**config.mk**
```make
export PLATFORM = sky130hd
export DESIGN_NAME = health_tracker
export DESIGN_NICKNAME = d
export VERILOG_FILES = /design/src/rtl/health_tracker_pkg.sv /design/src/rtl/frame_down_counter.sv /design/src/rtl/health_tracker.sv
export SDC_FILE = /design/constraint.sdc
export NUM_CORES = 1
export LEC_CHECK = 0
export ABC_CLOCK_PERIOD_IN_PS = 3100
export CAP_MARGIN = 10
export CORE_UTILIZATION = 33
export CTS_CLUSTER_DIAMETER = 40
export DETAILED_ROUTE_END_ITERATION = 6
export GPL_TIMING_DRIVEN = 1
export SLEW_MARGIN = 20
export SYNTH_ARGS = -nofsm -noshare
export SYNTH_HDL_FRONTEND = slang
export SYNTH_SLANG_ARGS = --single-unit
```
**constraint.sdc**
```tcl
create_clock -name clk -period 3.1 [get_ports clk]
set_clock_uncertainty 0.2 [all_clocks]
set_input_delay 0.31 -clock clk [delete_from_list [all_inputs] [get_ports clk]]
set_output_delay 0.31 -clock clk [all_outputs]
set_load 0.01 [all_outputs]
```
**src/rtl/health_tracker_pkg.sv**
```systemverilog
// Shared game-logic types and constants for the player health path.
// The HUD renderer reuses HEALTH_W and HEALTH_MAX_DEFAULT for its bar compares.
package health_tracker_pkg;

  localparam int HEALTH_MAX_DEFAULT = 3;
  localparam int HEALTH_W           = 4;

  typedef enum logic [1:0] {
    ST_IDLE,
    ST_ALIVE,
    ST_INVULN,
    ST_DEAD
  } health_state_t;

  function automatic logic [HEALTH_W-1:0] health_inc_sat(
    input logic [HEALTH_W-1:0] h,
    input logic [HEALTH_W-1:0] max_h
  );
    return (h >= max_h) ? max_h : h + HEALTH_W'(1);
  endfunction

endpackage

```
**src/rtl/frame_down_counter.sv**
```systemverilog
// Loadable down-counter stepped by the frame tick; flags the final count
// so the owner can act on the tick that takes it to zero.
module frame_down_counter #(
  parameter int W = 6
) (
  input  logic         clk,
  input  logic         rst_n,
  input  logic         clear,
  input  logic         load,
  input  logic [W-1:0] load_val,
  input  logic         en,
  output logic [W-1:0] count,
  output logic         last
);

  logic [W-1:0] count_q;
  logic [W-1:0] count_d;

  always_comb begin
    count_d = count_q;
    if (clear) begin
      count_d = '0;
    end else if (load) begin
      count_d = load_val;
    end else if (en && (count_q != '0)) begin
      count_d = count_q - W'(1);
    end
  end

  always_ff @(posedge clk or negedge rst_n) begin
    if (!rst_n) begin
      count_q <= '0;
    end else begin
      count_q <= count_d;
    end
  end

  assign count = count_q;
  assign last  = (count_q == W'(1));

endmodule

```
**src/rtl/health_tracker.sv**
```systemverilog
// Player health FSM: owns present_health for the HUD, runs the post-hit
// invulnerability window with sprite blink, and raises game_over.
//
// state     | meaning
// ST_IDLE   | no game running, health 0, events other than start ignored
// ST_ALIVE  | game running, player can be damaged
// ST_INVULN | post-hit window, hits ignored, frame ticks count down
// ST_DEAD   | health exhausted, waits for start
module health_tracker
  import health_tracker_pkg::*;
#(
  parameter int MAX_HEALTH    = HEALTH_MAX_DEFAULT,
  parameter int START_HEALTH  = 3,
  parameter int INVULN_FRAMES = 60,
  parameter int BLINK_PERIOD  = 8
) (
  input  logic                clk,
  input  logic                rst,
  input  logic                frame_tick,
  input  logic                start,
  input  logic                hit,
  input  logic                heal,
  output logic [HEALTH_W-1:0] present_health,
  output logic                invincible,
  output logic                blink,
  output logic                game_over
);

  localparam int CNT_W     = $clog2(INVULN_FRAMES + 1);
  localparam int BLINK_BIT = $clog2(BLINK_PERIOD);

  localparam logic [HEALTH_W-1:0] MAX_H      = HEALTH_W'(MAX_HEALTH);
  localparam logic [HEALTH_W-1:0] START_H    = HEALTH_W'(START_HEALTH);
  localparam logic [CNT_W-1:0]    INV_LOAD   = CNT_W'(INVULN_FRAMES);
  // Zero when the blink bit lies above the counter, so blink simply never fires.
  localparam logic [CNT_W-1:0]    BLINK_MASK = CNT_W'(64'd1 << BLINK_BIT);

  health_state_t       state_q, state_d;
  logic [HEALTH_W-1:0] health_q, health_d;
  logic [HEALTH_W-1:0] health_dec;
  logic                invincible_q, invincible_d;
  logic                game_over_q, game_over_d;
  logic                cnt_clear, cnt_load, cnt_en, cnt_last;
  logic [CNT_W-1:0]    cnt;

  frame_down_counter #(.W(CNT_W)) u_inv_cnt (
    .clk      (clk),
    .rst_n    (rst),
    .clear    (cnt_clear),
    .load     (cnt_load),
    .load_val (INV_LOAD),
    .en       (cnt_en),
    .count    (cnt),
    .last     (cnt_last)
  );

  always_ff @(posedge clk or negedge rst) begin
    if (!rst) begin
      state_q      <= ST_IDLE;
      health_q     <= '0;
      invincible_q <= 1'b0;
      game_over_q  <= 1'b0;
    end else begin
      state_q      <= state_d;
      health_q     <= health_d;
      invincible_q <= invincible_d;
      game_over_q  <= game_over_d;
    end
  end

  assign health_dec = health_q - HEALTH_W'(1);

  always_comb begin
    state_d   = state_q;
    health_d  = health_q;
    cnt_clear = 1'b0;
    cnt_load  = 1'b0;
    cnt_en    = 1'b0;
    if (start) begin
      state_d   = ST_ALIVE;
      health_d  = START_H;
      cnt_clear = 1'b1;
    end else begin
      unique case (state_q)
        ST_ALIVE: begin
          if (hit) begin
            health_d = health_dec;
            if (health_dec == '0) begin
              state_d = ST_DEAD;
            end else begin
              state_d  = ST_INVULN;
              cnt_load = 1'b1;
            end
          end else if (heal) begin
            health_d = health_inc_sat(health_q, MAX_H);
          end
        end
        ST_INVULN: begin
          if (heal) begin
            health_d = health_inc_sat(health_q, MAX_H);
          end
          if (frame_tick) begin
            cnt_en = 1'b1;
            if (cnt_last) begin
              state_d = ST_ALIVE;
            end
          end
        end
        default: ;
      endcase
    end
  end

  always_comb begin
    invincible_d = (state_d == ST_INVULN);
    game_over_d  = (state_d == ST_DEAD);
  end

  assign present_health = health_q;
  assign invincible     = invincible_q;
  assign game_over      = game_over_q;
  // Both operands are flop outputs, so blink still changes only on the clock edge.
  assign blink          = invincible_q & (|(cnt & BLINK_MASK));

endmodule

```
### Word level (Yosys, flattened, before mapping)

Cells that the tools add are included.

* add/subtract/negate cells: 3
* multipliers: 0
* div/mod/pow operators: 0
* order comparisons: 1
* equality and inequality tests: 5
* shift operators: 0
* multiplexer cells: 22
* bitwise operators: 1
* reductions and logical operators: 5

Operators by type and width (count)
* 6-bit two-way mux: 3
* 4-bit two-way mux: 4
* 1-bit two-way mux: 9
* 2-bit two-way mux: 4
* 4-bit case mux with 2 select lines: 1
* 2-bit equality test, second input constant: 3
* 6-bit by 1-bit equality test with 1-bit output, second input constant: 1
* 3-bit nonzero test: 2
* 6-bit nonzero test: 1
* 6-bit by 1-bit subtractor with 6-bit output, second input constant: 1
* 4-bit by 1-bit adder with 4-bit output, second input constant: 1
* 4-bit by 2-bit greater-or-equal comparator with 1-bit output, second input constant: 1
* 4-bit logical NOT: 1
* 2-bit case mux with 2 select lines: 1
* 4-bit by 1-bit subtractor with 4-bit output, second input constant: 1
* 2-bit by 1-bit equality test with 1-bit output, second input constant: 1
* 1-bit bitwise AND: 1
* 1-bit logical AND: 1

* bits in registers: 14
* bits in latches: 0
* RAM bits: 0
* memory bits (read-only): 0
* bits of input ports: 6
* output and inout port bits: 7
* word-level logic and storage cells: 42
* memories kept: 0

### Depth between registers and ports, before layout

* depth in word-level cells: 8
* mapped depth: 8
* mapped depth without buffers: 7

### Hierarchy

A second synthesis with hierarchy kept.

* cells, all modules: 111
* area, all modules: 1001.0 sq um

By module, submodules not included
* health_tracker: instances 1, cells an instance 62, area each 569.3 sq um, sequential area each 200.2 sq um
* frame_down_counter: instances 1, cells an instance 49, area each 431.7 sq um, sequential area each 150.1 sq um

### Worst setup path before layout

OpenSTA, ideal clock, no wires.

* kind: flip-flop to flip-flop
* start point: register health_q[0] (netlist: present_health[0])
* end point: register game_over_q (netlist: game_over)
* setup time: 0.066 ns
* data arrival time: 1.640 ns
* data required time: 2.834 ns
* setup slack: 1.194 ns
* cell stages (with the launch flop): 8
* path buffers: 0
* period minus slack after synthesis: 1.906 ns
* cells stage by stage: dfrtp_1 inv_1 ha_1 or2_1 o21ai_1 a31oi_1 o31ai_4 and2_1

* word-level cells in the longest chain between the ends: 7

Ends and longest elaborated chain
* start: declaration: RTL line health_tracker.sv:39 `logic [HEALTH_W-1:0] health_q, health_d;`
* start signal: assignment: RTL line health_tracker.sv:65 `health_q <= health_d;`
* 4-bit by 1-bit subtractor with 4-bit output: RTL line health_tracker.sv:71 `assign health_dec = health_q - HEALTH_W'(1);`
* 4-bit logical NOT: RTL line health_tracker.sv:88 `if (health_dec == '0) begin`
* 1-bit two-way mux: RTL line health_tracker.sv:88
* 2-bit two-way mux: RTL line health_tracker.sv:86 `if (hit) begin`
* 2-bit case mux with 2 select lines: RTL line health_tracker.sv:84 `unique case (state_q)`
* 2-bit two-way mux: RTL line health_tracker.sv:79 `if (start) begin`
* named net state_d[0]: RTL line health_tracker.sv:38 `health_state_t state_q, state_d;`
* 2-bit equality test: RTL line health_tracker.sv:116 `game_over_d = (state_d == ST_DEAD);`
* named net game_over_d: RTL line health_tracker.sv:42 `logic game_over_q, game_over_d;`
* end signal: assignment: RTL line health_tracker.sv:67 `game_over_q <= game_over_d;`
* end: declaration: RTL line health_tracker.sv:42

The timed path passes the listed nets, and every way through them passes these cells.
A chain may end at the register's enable or synchronous reset.

### Worst setup path after layout

Ends and elaborated chain as after synthesis.

==> report_table.html <==
<table>
<tr><th>Metric</th><th>Value</th></tr>
<tr><th colspan="2">Die</th></tr>
<tr><td>Effective utilization at floorplan</td><td>0.3631</td></tr>
<tr><td>DIE AREA</td><td>roughly 3000 um2</td></tr>
<tr><td>Die outline height</td><td>55.15 um</td></tr>
<tr><td>Row cnt</td><td>18</td></tr>
<tr><td>Width of the die</td><td>55.15 um</td></tr>
<tr><td>Boundary Pins</td><td>13</td></tr>
<tr><td>Core area</td><td>between 2000 and 3000 um2</td></tr>
<tr><th colspan="2">Critical path</th></tr>
<tr><td>Endpoint kind of the worst setup timing path</td><td>flop</td></tr>
<tr><td>Launching element of the worst setup path</td><td>present_health[0]</td></tr>
<tr><td>Startpoint types</td><td>flop</td></tr>
<tr><td>FF-to-FF Start</td><td>present_health[0]</td></tr>
<tr><td>Data required time of the worst path</td><td>3120 ps</td></tr>
<tr><td>Setup crit end</td><td>game_over</td></tr>
<tr><td>Worst reg2reg path depth</td><td>7</td></tr>
<tr><td>Slowest-stage cell, CP</td><td>sky130_fd_sc_hd__dfrtp_1</td></tr>
<tr><td>Critical setup path kind</td><td>reg2reg</td></tr>
<tr><td>Setup slack of the most critical reg-to-reg path</td><td>~1000 ps</td></tr>
<tr><td>Crit path largest cell delay</td><td>450 ps</td></tr>
<tr><td>Data arrival time of the critical path</td><td>2070 ps</td></tr>
<tr><td>Cells along the critical path</td><td>inv_1 &gt; ha_1 &gt; or2_1 &gt; o21ai_1 &gt; a31oi_1 &gt; o31ai_4 &gt; and2_1</td></tr>
<tr><td>Critical-path maximum fanout</td><td>6</td></tr>
<tr><td>Reg-to-reg critical path endpoint</td><td>game_over</td></tr>
<tr><th colspan="2">Routing</th></tr>
<tr><td>Mean number of vias per cell</td><td>5.228</td></tr>
<tr><td>Sum of routed wire length over all layers</td><td>1848 um</td></tr>
<tr><td>Vias</td><td>roughly 760</td></tr>
<tr><td>Residual DRC count</td><td>0</td></tr>
<tr><td>First DRT Iteration DRCs</td><td>25</td></tr>
<tr><td>Final ANT Viol Nets</td><td>0</td></tr>
<tr><td>Wire per inst</td><td>12.74 um</td></tr>
<tr><td>Number of iterations in the first detailed-routing pass</td><td>4</td></tr>
<tr><th colspan="2">Final layout</th></tr>
<tr><td>FF+latch area</td><td>350.3 um2</td></tr>
<tr><td>Filler instances</td><td>around 260</td></tr>
<tr><td>Final standard cell utilization of the core</td><td>0.4298</td></tr>
<tr><td>Final standard cell area without fillers</td><td>1104 um2</td></tr>
<tr><td>Nets</td><td>between 100 and 150</td></tr>
<tr><td>Area Overhead vs Synth</td><td>18.39%</td></tr>
<tr><td>Inserted Diodes</td><td>0</td></tr>
<tr><td>Multi-input gate area</td><td>approximately 540 um2</td></tr>
<tr><td>Layout cell share with drive strength beyond 1</td><td>0.07826</td></tr>
<tr><th colspan="2">Pwr</th></tr>
<tr><td>Maximum vdd ir drop</td><td>about 0.00041 V</td></tr>
<tr><td>Share of power burned in combinational logic</td><td>0.514</td></tr>
<tr><td>Clock share of power</td><td>0.122</td></tr>
<tr><td>Power density over cell area</td><td>~740 nW/um2</td></tr>
<tr><td>Leakage Power</td><td>around 0.44 nW</td></tr>
<tr><td>Net load switching power</td><td>0.3535 mW</td></tr>
<tr><td>Internal power</td><td>0.4686 mW</td></tr>
<tr><td>Switch share</td><td>0.4300</td></tr>
<tr><td>Share of total power in sequential cells</td><td>0.365</td></tr>
<tr><th colspan="2">Clocking</th></tr>
<tr><td>Buffer depth of the longest clock path</td><td>2</td></tr>
<tr><td>Clock latency reported for the late side of the worst-skew pair</td><td>approximately 270 ps</td></tr>
<tr><td>Clock tree root buffer cell</td><td>sky130_fd_sc_hd__clkbuf_4</td></tr>
<tr><td>Clk sink count</td><td>14</td></tr>
<tr><td>CTS Buf Count</td><td>3</td></tr>
<tr><td>Clock tree from TritonCTS</td><td>done</td></tr>
<tr><td>Clock-pin slew of the registers on the worst-case setup and hold paths</td><td>~80 ps</td></tr>
<tr><td>Number of H-tree levels</td><td>1</td></tr>
<tr><td>Post-cts hold buffer count</td><td>0</td></tr>
<tr><td>Resize count post-CTS</td><td>0</td></tr>
<tr><td>Total setup buffers inserted after CTS</td><td>0</td></tr>
<tr><th colspan="2">Logic synthesis</th></tr>
<tr><td>Number of synthesized flops with an enable pin</td><td>0</td></tr>
<tr><td>Fraction of registers with async set or reset after synthesis</td><td>1.000</td></tr>
<tr><td>Cell area after technology mapping</td><td>a little over 900 um2</td></tr>
<tr><td>Syn avg cell area</td><td>9.139 um2</td></tr>
<tr><td>Number of storage elements in the synthesis netlist</td><td>14</td></tr>
<tr><td>Post-synthesis cell type count</td><td>36</td></tr>
<tr><td>Yosys warnings</td><td>0</td></tr>
<tr><td>Most used flip-flop cell after synthesis</td><td>sky130_fd_sc_hd__dfrtp_1</td></tr>
<tr><td>Part of the Yosys area used for sequential elements</td><td>0.3758</td></tr>
<tr><td>Post-Synthesis Cells</td><td>just over 100</td></tr>
<tr><td>Net count after synthesis</td><td>~120</td></tr>
<tr><th colspan="2">Timing</th></tr>
<tr><td>Achievable clock frequency</td><td>around 0.5 GHz</td></tr>
<tr><td>Crit path time final</td><td>2057 ps</td></tr>
<tr><td>Number of pins with negative max-slew slack in the final report</td><td>0</td></tr>
<tr><td>Setup repair after global routing missed its margin</td><td>false</td></tr>
<tr><td>Max-Slew Margin vs Limit</td><td>0.5790</td></tr>
<tr><td>Final setup vio count</td><td>0</td></tr>
<tr><td>Final period utilization</td><td>0.6634</td></tr>
<tr><td>Pin slew with the least headroom to its limit</td><td>629.5 ps</td></tr>
<tr><td>Final TNS setup</td><td>0 ps</td></tr>
<tr><td>Final hold viol count</td><td>0</td></tr>
<tr><th colspan="2">Global routing</th></tr>
<tr><td>Number of antenna violations at the first check in global routing</td><td>0</td></tr>
<tr><td>Number of global-route vias before repair</td><td>726</td></tr>
<tr><td>GRT Total Usage</td><td>0.1481</td></tr>
<tr><td>Pin count of the biggest net entering global routing</td><td>15</td></tr>
<tr><td>Leftover overflow at the end of global routing</td><td>0</td></tr>
<tr><td>First-pass GRT wire length</td><td>3118 um</td></tr>
<tr><th colspan="2">Run status</th></tr>
<tr><td>Outcome</td><td>finished clean</td></tr>
<tr><th colspan="2">Place</th></tr>
<tr><td>Weighted congestion at the end of routability-driven global placement</td><td>0.8040</td></tr>
<tr><td>Number of I/O port buffers</td><td>12</td></tr>
<tr><td>Area after detailed placement</td><td>between 1000 and 1500 um2</td></tr>
<tr><td>Total half-perimeter wirelength after legalization and detailed placement</td><td>1398 um</td></tr>
<tr><th colspan="2">Hold path</th></tr>
<tr><td>Worst hold path class</td><td>in2async</td></tr>
<tr><th colspan="2">Job</th></tr>
<tr><td>Max Cap Viol</td><td>0</td></tr>
</table>
## layout by cell type, fill, tap and decap left out, types with 2 or more instances in the layout
cell                              count
sky130_fd_sc_hd__clkbuf_4             3
sky130_fd_sc_hd__o21ai_0              2
sky130_fd_sc_hd__nor2b_1              3
sky130_fd_sc_hd__nand2b_1             4
sky130_fd_sc_hd__dfrtp_1             14
sky130_fd_sc_hd__nand3_1              2
sky130_fd_sc_hd__a21oi_1             11
sky130_fd_sc_hd__inv_1                8
sky130_fd_sc_hd__and2_1               2
sky130_fd_sc_hd__nor3_1               7
sky130_fd_sc_hd__a31oi_1              2
sky130_fd_sc_hd__ha_1                 7
sky130_fd_sc_hd__nor2_1               7
sky130_fd_sc_hd__clkdlybuf4s50_1     12
sky130_fd_sc_hd__nand2_1              7
sky130_fd_sc_hd__o22ai_1              2
sky130_fd_sc_hd__mux2i_1              2
sky130_fd_sc_hd__a211oi_1             2
## logic make-up (layout without fill, tap and decap cells)
logic type,after synthesis,count (layout),share of synthesized area
muxes,2,2,0.02148
xor gates and xnor gates,2,2,0.01880
adders and majority gates,7,7,0.09396
DFF,14,14,0.3758
buffers and inverters,11,24,0.04563
and+or+nand+nor,41,41,0.2577
AOI/OAI and AO/OA,25,25,0.1866
## stage by stage
step | setup slack, ps | total power [mW] | hold WS (ps) | cells
6_report | 1043 | 0.8221 | 220.1 | 145
5_1_grt | 867.3 | 0.9020 | 272.9 | 145
4_1_cts | 1021 | 0.8293 | 246.7 | 145
3_5_place_dp | 1043 | 0.7246 | 388.4 | 142
3_3_place_gp | 1089 | 0.7237 | 376.5 | 142
2_1_floorplan | 1194 | 0.6010 | -185.6 | 102
## sequential cells by signal, summed over array words and instances, names as in the netlist
signal	count
game_over	1
invincible	1
present_health	4
state_q	2
u_inv_cnt.count	6
## synthesized netlist by cell type, drive strengths merged, types with 2 or more instances
master	n	area, um2
nand2	7	26.28
inv	8	30.03
mux2i	2	20.02
a21oi	11	55.05
a211oi	2	15.01
o22ai	2	12.51
a31oi	2	12.51
nor2	7	26.28
dfrtp	14	350.3
nor4	2	27.53
and2	3	18.77
ha	7	87.58
nor2b	3	18.77
nor3	8	45.04
nand3	2	10.01
o21ai	3	15.01
nand2b	4	25.02
## layout make-up
| cell class | instances | area share |
|---|---|---|
| inverters | 9 | 0.03061 |
| multi-input cells | 77 | 0.4887 |
| repair buffers | 12 | 0.1088 |
| flip-flops and latches | 14 | 0.3175 |
| well taps | 30 | 0.03401 |
| clock buffers | 3 | 0.02041 |
## routing by layer
metal / global-route usage / part of all wire / up-vias
li1: - / - / 390
met1: 0.1672 / 0.47 / 350
met2: 0.2631 / 0.48 / 16
met3: 0.06011 / 0.044 / 2
met4: 0.02500 / 0.0081 / 0
met5: 0 / 0 / -
## power by group through the flow
stage	Combinational, mW	Clock (mW)	Sequential [mW]
floorplan	0.302	0	0.299
CTS	0.424	0.105	0.300
detailed placement	0.421	0	0.304
global route	0.477	0.116	0.309
finish	0.422	0.100	0.300
global placement	0.420	0	0.303
## how the worst min path moves through the flow
stage / slack (ps) / endpoint / start / depth (start not counted)
finish: 220 / invincible / rst / 1
global route: 270 / state_q[0] / rst / 1
CTS: 250 / state_q[1] / rst / 1
detailed placement: 390 / u_inv_cnt.count[1] / u_inv_cnt.count[1] / 2
global placement: 380 / u_inv_cnt.count[1] / u_inv_cnt.count[1] / 2
floorplan: -190 / game_over / rst / 0
## critical path, delay by kind of cell (launching register included)
| kind | cells | cell delay, ps |
|---|---|---|
| AO/OA/AOI/OAI | 3 | 600 |
| flip-flops | 1 | 450 |
| AND/OR/NAND/NOR | 2 | 390 |
| adder cells (fa/ha/maj) | 1 | 260 |
| buffers and inverters | 1 | 110 |
(Power assumes the default switching activity.)
